<file path="src/rtl/uart_pkg.sv">
// Shared types and defaults for the 6-bit UART transmit path.
package uart_pkg;

   localparam int UART_DATA_W         = 6;
   localparam int UART_FEED_DEPTH_DEF = 16;
   localparam int UART_TMO_DEF        = 15;

   typedef enum logic [1:0] {
      ST_IDLE      = 2'd0,
      ST_START     = 2'd1,
      ST_WAIT_BS   = 2'd2,
      ST_WAIT_DONE = 2'd3
   } feed_state_t;

endpackage

</file>
<file path="src/rtl/uart_feed_fifo.sv">
// Synchronous word FIFO with wrap-bit pointers and a registered fill level.
module uart_feed_fifo
   import uart_pkg::*;
#(
   parameter int DEPTH = UART_FEED_DEPTH_DEF,
   parameter int W     = UART_DATA_W
) (
   input  logic                   i_clk,
   input  logic                   i_rst_n,
   input  logic [W-1:0]           i_wdata,
   input  logic                   i_push,
   input  logic                   i_pop,
   output logic [W-1:0]           o_rdata,
   output logic                   o_full,
   output logic                   o_empty,
   output logic [$clog2(DEPTH):0] o_level
);

   localparam int AW = $clog2(DEPTH);

   logic [AW:0]  r_wptr;
   logic [AW:0]  r_rptr;
   logic [AW:0]  r_level;
   logic [W-1:0] r_mem [DEPTH];

   logic w_full;
   logic w_empty;
   logic w_do_push;
   logic w_do_pop;

   // Pointers carry one extra wrap bit so full and empty stay distinguishable.
   assign w_empty   = (r_wptr == r_rptr);
   assign w_full    = (r_wptr[AW-1:0] == r_rptr[AW-1:0]) && (r_wptr[AW] != r_rptr[AW]);
   assign w_do_push = i_push && !w_full;
   assign w_do_pop  = i_pop && !w_empty;

   always_ff @(posedge i_clk) begin
      if (w_do_push) begin
         r_mem[r_wptr[AW-1:0]] <= i_wdata;
      end
   end

   always_ff @(posedge i_clk or negedge i_rst_n) begin
      if (!i_rst_n) begin
         r_wptr  <= '0;
         r_rptr  <= '0;
         r_level <= '0;
      end else begin
         if (w_do_push) begin
            r_wptr <= r_wptr + 1'b1;
         end
         if (w_do_pop) begin
            r_rptr <= r_rptr + 1'b1;
         end
         case ({w_do_push, w_do_pop})
            2'b10:   r_level <= r_level + 1'b1;
            2'b01:   r_level <= r_level - 1'b1;
            default: r_level <= r_level;
         endcase
      end
   end

   assign o_rdata = r_mem[r_rptr[AW-1:0]];
   assign o_full  = w_full;
   assign o_empty = w_empty;
   assign o_level = r_level;

endmodule

</file>
<file path="src/rtl/uart_tx_feeder.sv">
// Buffers producer words and launches them one at a time into the serial transmitter.
// Optional start/busy watchdog enabled by defining UART_FEED_TIMEOUT_EN.
//
// state        | meaning
// ST_IDLE      | no frame in flight; pops the head word when the FIFO is not empty
// ST_START     | start pulse on out_utx_st for this single cycle
// ST_WAIT_BS   | waiting for the transmitter to raise busy (watchdog counts here)
// ST_WAIT_DONE | frame in progress; waiting for busy to drop
module uart_tx_feeder
   import uart_pkg::*;
#(
   parameter int DEPTH = UART_FEED_DEPTH_DEF
`ifdef UART_FEED_TIMEOUT_EN
   ,
   parameter int TMO   = UART_TMO_DEF
`endif
) (
   input  logic                   in_clk,
   input  logic                   in_rst_n,
   input  logic [UART_DATA_W-1:0] in_data,
   input  logic                   in_valid,
   output logic                   out_ready,
   output logic [$clog2(DEPTH):0] out_level,
   output logic [UART_DATA_W-1:0] out_mem,
   output logic                   out_utx_st,
   input  logic                   in_utx_bs,
   output logic                   out_idle,
   output logic                   out_err
);

   feed_state_t            r_state;
   logic [UART_DATA_W-1:0] r_mem;
   logic                   r_st;

   logic [UART_DATA_W-1:0] w_head;
   logic                   w_full;
   logic                   w_empty;
   logic                   w_pop;

   assign w_pop = (r_state == ST_IDLE) && !w_empty;

   uart_feed_fifo #(
      .DEPTH (DEPTH),
      .W     (UART_DATA_W)
   ) u_fifo (
      .i_clk   (in_clk),
      .i_rst_n (in_rst_n),
      .i_wdata (in_data),
      .i_push  (in_valid),
      .i_pop   (w_pop),
      .o_rdata (w_head),
      .o_full  (w_full),
      .o_empty (w_empty),
      .o_level (out_level)
   );

`ifdef UART_FEED_TIMEOUT_EN
   localparam int              CW       = (TMO > 1) ? $clog2(TMO) : 1;
   localparam logic [CW-1:0]   TMO_LOAD = CW'(TMO - 1);

   logic [CW-1:0] r_tmo_cnt;
   logic          r_err;

   // The watchdog is a down-counter; hitting zero without busy abandons the word.
   always_ff @(posedge in_clk or negedge in_rst_n) begin
      if (!in_rst_n) begin
         r_state   <= ST_IDLE;
         r_mem     <= '0;
         r_st      <= 1'b0;
         r_tmo_cnt <= '0;
         r_err     <= 1'b0;
      end else begin
         r_st <= 1'b0;
         case (r_state)
            ST_IDLE: begin
               if (!w_empty) begin
                  r_mem   <= w_head;
                  r_st    <= 1'b1;
                  r_state <= ST_START;
               end
            end
            ST_START: begin
               r_tmo_cnt <= TMO_LOAD;
               r_state   <= ST_WAIT_BS;
            end
            ST_WAIT_BS: begin
               if (in_utx_bs) begin
                  r_state <= ST_WAIT_DONE;
               end else if (r_tmo_cnt == '0) begin
                  r_err   <= 1'b1;
                  r_state <= ST_IDLE;
               end else begin
                  r_tmo_cnt <= r_tmo_cnt - 1'b1;
               end
            end
            ST_WAIT_DONE: begin
               if (!in_utx_bs) begin
                  r_state <= ST_IDLE;
               end
            end
            default: r_state <= ST_IDLE;
         endcase
      end
   end

   assign out_err = r_err;
`else
   always_ff @(posedge in_clk or negedge in_rst_n) begin
      if (!in_rst_n) begin
         r_state <= ST_IDLE;
         r_mem   <= '0;
         r_st    <= 1'b0;
      end else begin
         r_st <= 1'b0;
         case (r_state)
            ST_IDLE: begin
               if (!w_empty) begin
                  r_mem   <= w_head;
                  r_st    <= 1'b1;
                  r_state <= ST_START;
               end
            end
            ST_START: begin
               r_state <= ST_WAIT_BS;
            end
            ST_WAIT_BS: begin
               if (in_utx_bs) begin
                  r_state <= ST_WAIT_DONE;
               end
            end
            ST_WAIT_DONE: begin
               if (!in_utx_bs) begin
                  r_state <= ST_IDLE;
               end
            end
            default: r_state <= ST_IDLE;
         endcase
      end
   end

   assign out_err = 1'b0;
`endif

   assign out_ready  = !w_full;
   assign out_mem    = r_mem;
   assign out_utx_st = r_st;
   assign out_idle   = w_empty && (r_state == ST_IDLE);

endmodule

</file>
<file path="config.mk">
export PLATFORM = sky130hd
export DESIGN_NAME = uart_tx_feeder
export DESIGN_NICKNAME = d
export VERILOG_FILES = /design/src/rtl/uart_pkg.sv /design/src/rtl/uart_feed_fifo.sv /design/src/rtl/uart_tx_feeder.sv
export SDC_FILE = /design/constraint.sdc
export NUM_CORES = 1
export LEC_CHECK = 0
export CELL_PAD_IN_SITES_DETAIL_PLACEMENT = 1
export CELL_PAD_IN_SITES_GLOBAL_PLACEMENT = 1
export CORE_MARGIN = 2
export CORE_UTILIZATION = 56
export DETAILED_ROUTE_END_ITERATION = 7
export PLACE_DENSITY_LB_ADDON = 0.1
export SYNTH_ARGS = -nofsm -noshare
export SYNTH_HDL_FRONTEND = slang
export SYNTH_SLANG_ARGS = --single-unit
</file>
<file path="constraint.sdc">
create_clock -name in_clk -period 4.4 [get_ports in_clk]
set_input_delay 0.88 -clock in_clk [delete_from_list [all_inputs] [get_ports in_clk]]
set_output_delay 0.88 -clock in_clk [all_outputs]
set_load 0.03 [all_outputs]
</file>
==> impl_metrics.csv <==
group,metric,value,unit
setup_path,critPathLaunchType,"flop",
die,dieArea,9944,µm²
clock_tree,post_cts_buffers,0,
place,dp_hpwl,6439,µm
final_layout,final_core_util,0.6819,
synthesis,yosys-top-cells-count,"edfxtp_1, dfrtp_1, mux4_2",
place,gp_congestion,0.7457,
worst_hold_path,min_from,"u_fifo.o_level[4]",
place,io_buffers,23,
clock_tree,hold_buffers,0,
setup_path,r2r_start,"u_fifo.r_wptr[2]",
place,place_area,5449,µm²
synthesis,syn_area,5131,µm²
synthesis,synth_top_area_share,0.5618,
final_layout,layout.nets,336,
timing,tightest_slew,1.124,ns
synthesis,yosysMostFrequentCell,"edfxtp_1",
drt,wl_per_cell,23.46,µm
drt,drtIter0Drc,150,
final_layout,drive_gt1_frac,0.2018,
final_layout,seq_area,3483,µm²
setup_path,arrival,2.90,ns
global_route,grt_max_degree,28,
clock_tree,cts.sinks,120,
global_route,grt_overflow_total,0,
synthesis,synth_largest_area_cell,"edfxtp_1",
timing,rsz0062_at_grt,"false",
timing,post-route-period-util,0.8585,
pwr,p_sw_frac,0.3428,
drt,drt_wl_total,10210,µm
timing,setup_viol,0,
final_layout,fill_cells,743,
setup_path,crit_fanout,19,
final_layout,area_growth,17.02,%
drt,drtPass1Iterations,4,
global_route,first_global_vias,2779,
drt,drc,0,
synthesis,avgSynthCellArea,18.20,µm²
clock_tree,clk-insertion-delay-late,0.50,ns
timing,fmax,264.7,MHz
synthesis,ys_types,43,
pwr,p_leak,0.002162,µW
job,maxCapViolations,0,
clock_tree,htree_levels,4,
pwr,power.switching,1506,µW
clock_tree,clk_pin_slew_worst_paths,0.06,ns
pwr,p_per_area,731.9,nW/µm²
final_layout,fin_area,6005,µm²
pwr,irDropWorstVdd,0.4592,mV
die,num_rows,34,
status,status,"finished clean",
die,core-area,8806,µm²
final_layout,multi_input_area,1525,µm²
synthesis,synthCells,282,
pwr,seqPwrFrac,0.368,
die,pin_count,25,
global_route,grt_usage,0.2275,
timing,skew,0.007472,ns
final_layout,num_antenna_cells,0,
setup_path,path_cells,"xnor2_1 > nand4_1 > nor3_1 > clkdlybuf4s50_1",
pwr,clock_power_share,0.291,
synthesis,yosys_most_used_dff,"edfxtp_1",
timing,fin_crit,3.777,ns
pwr,intPower,2888,µW
clock_tree,root_buffer,"clkbuf_8",
synthesis,synth_edf_count,96,
clock_tree,cts_buffer_depth,2,
synthesis,synth_seq_area_share,0.6789,
pwr,power_frac_comb,0.340,
die,initial_core_util,0.5827,
drt,vias,2634,
setup_path,end_kind,"output port",
timing,hold_viol,0,
global_route,grt_pass1_wl,16280,µm
clock_tree,cts_buffers,17,
die,die_h,99.72,µm
synthesis,yosys_register_bits,120,
timing,max-slew-margin-rel,0.2486,
setup_path,crit_slowest_cell,"clkdlybuf4s50_1",
timing,drv_slew,0,
worst_hold_path,hold_class,"reg2reg",
timing,holdWs,0.4916,ns
synthesis,async_reset_ff_frac,0.2000,
pwr,power.total,4395,µW
timing,tns,0,ns
setup_path,critical_path_buf_inv_count,1,
die,die_w,99.72,µm
drt,vias_per_cell,6.055,
setup_path,crit_family,"simple AND/OR/NAND/NOR gates",
clock_tree,postCtsResizedCells,0,
setup_path,slowest_delay,0.73,ns
synthesis,post_synth_main_area_contributors,"edfxtp_1, dfrtp_1, mux4_2, mux4_1, ha_1",
setup_path,critPathLaunch,"u_fifo.r_wptr[2]",
synthesis,syn_nets,304,
global_route,antenna_found_initial,0,
setup_path,cp.required,3.52,ns
setup_path,worstSetupPathType,"reg2out",
drt,ant_nets,0,
clock_tree,cts_tree,"yes",
synthesis,ys_warn_count,0,
cell type report:
cell class                      count  area share
Sequential cell                   120      0.5801
Multi-Input combinational cell    138      0.2540
Clock buffer                       17     0.06897
Timing Repair Buffer               29     0.04584
Clock inverter                     15     0.02355
Tap cell                          108     0.02250
Inverter                            8    0.005001
path summary, 6_finish.rpt:
path	endpoint	slack (ns)	depth (start not counted)
setup / recovery	out_idle	0.62	4
hold / removal	u_fifo.o_level[4]	0.49	1
setup reg to reg	u_fifo.o_level[4]	0.63	11
hold reg to reg	u_fifo.o_level[4]	0.49	1
max in group asynchronous	u_fifo.r_wptr[4]	2.73	1
min in group asynchronous	u_fifo.o_level[2]	0.99	1
flip-flops by register name, summed over array words and instances, names as in the netlist:
register and flops:
u_fifo.r_mem 96, out_mem 6, u_fifo.o_level 5, u_fifo.r_rptr 5, u_fifo.r_wptr 5, r_state 2, out_utx_st 1
power by group through the flow:
| stage | Combinational, µW | Sequential (µW) | Clock (µW) |
|---|---|---|---|
| after global routing | 1630 | 1650 | 1340 |
| after floorplan | 1040 | 1670 | 0 |
| after global placement | 1460 | 1620 | 0 |
| after detailed placement | 1490 | 1640 | 0 |
| final | 1500 | 1620 | 1280 |
| after CTS | 1520 | 1620 | 1300 |
cell families after synthesis:
kind of cell,Yosys count,share of synthesized area
compound gates,30,0.04463
fa+ha+maj,12,0.02926
flops,120,0.6789
buf+inv,24,0.02390
other cells,1,0.0007308
xor+xnor,20,0.03414
simple gates,40,0.05414
mux,35,0.1344
metrics by stage:
step	setup slack [ns]	cells
2_1_floorplan	1.352	282
3_3_place_gp	0.7218	403
3_5_place_dp	0.5774	403
4_1_cts	0.5939	435
5_1_grt	0.3135	435
6_report	0.6228	435
metal layers:
metal  part of all wire  vias to the layer above  track usage
met5                  0                        -            0
met4             0.0087                        0      0.07376
met3              0.043                        9      0.04216
met2               0.50                       61       0.3581
met1               0.45                     1369       0.3274
li1                   -                     1195            -
placed cells by master, fill, tap and decap left out, types with 3 or more instances in the layout:
master,count
xor2_1,5
nor2b_1,3
edfxtp_1,96
inv_1,8
mux2_2,10
inv_6,8
nor4b_1,4
and4_1,3
clkdlybuf4s50_1,23
mux4_1,7
a22oi_1,12
dfrtp_1,24
and3_1,3
ha_1,12
o211ai_1,5
clkbuf_16,16
mux4_2,17
nand2_1,7
a21oi_1,3
buf_4,6
xnor2_1,15
and4b_1,8
(Power assumes the default switching activity.)
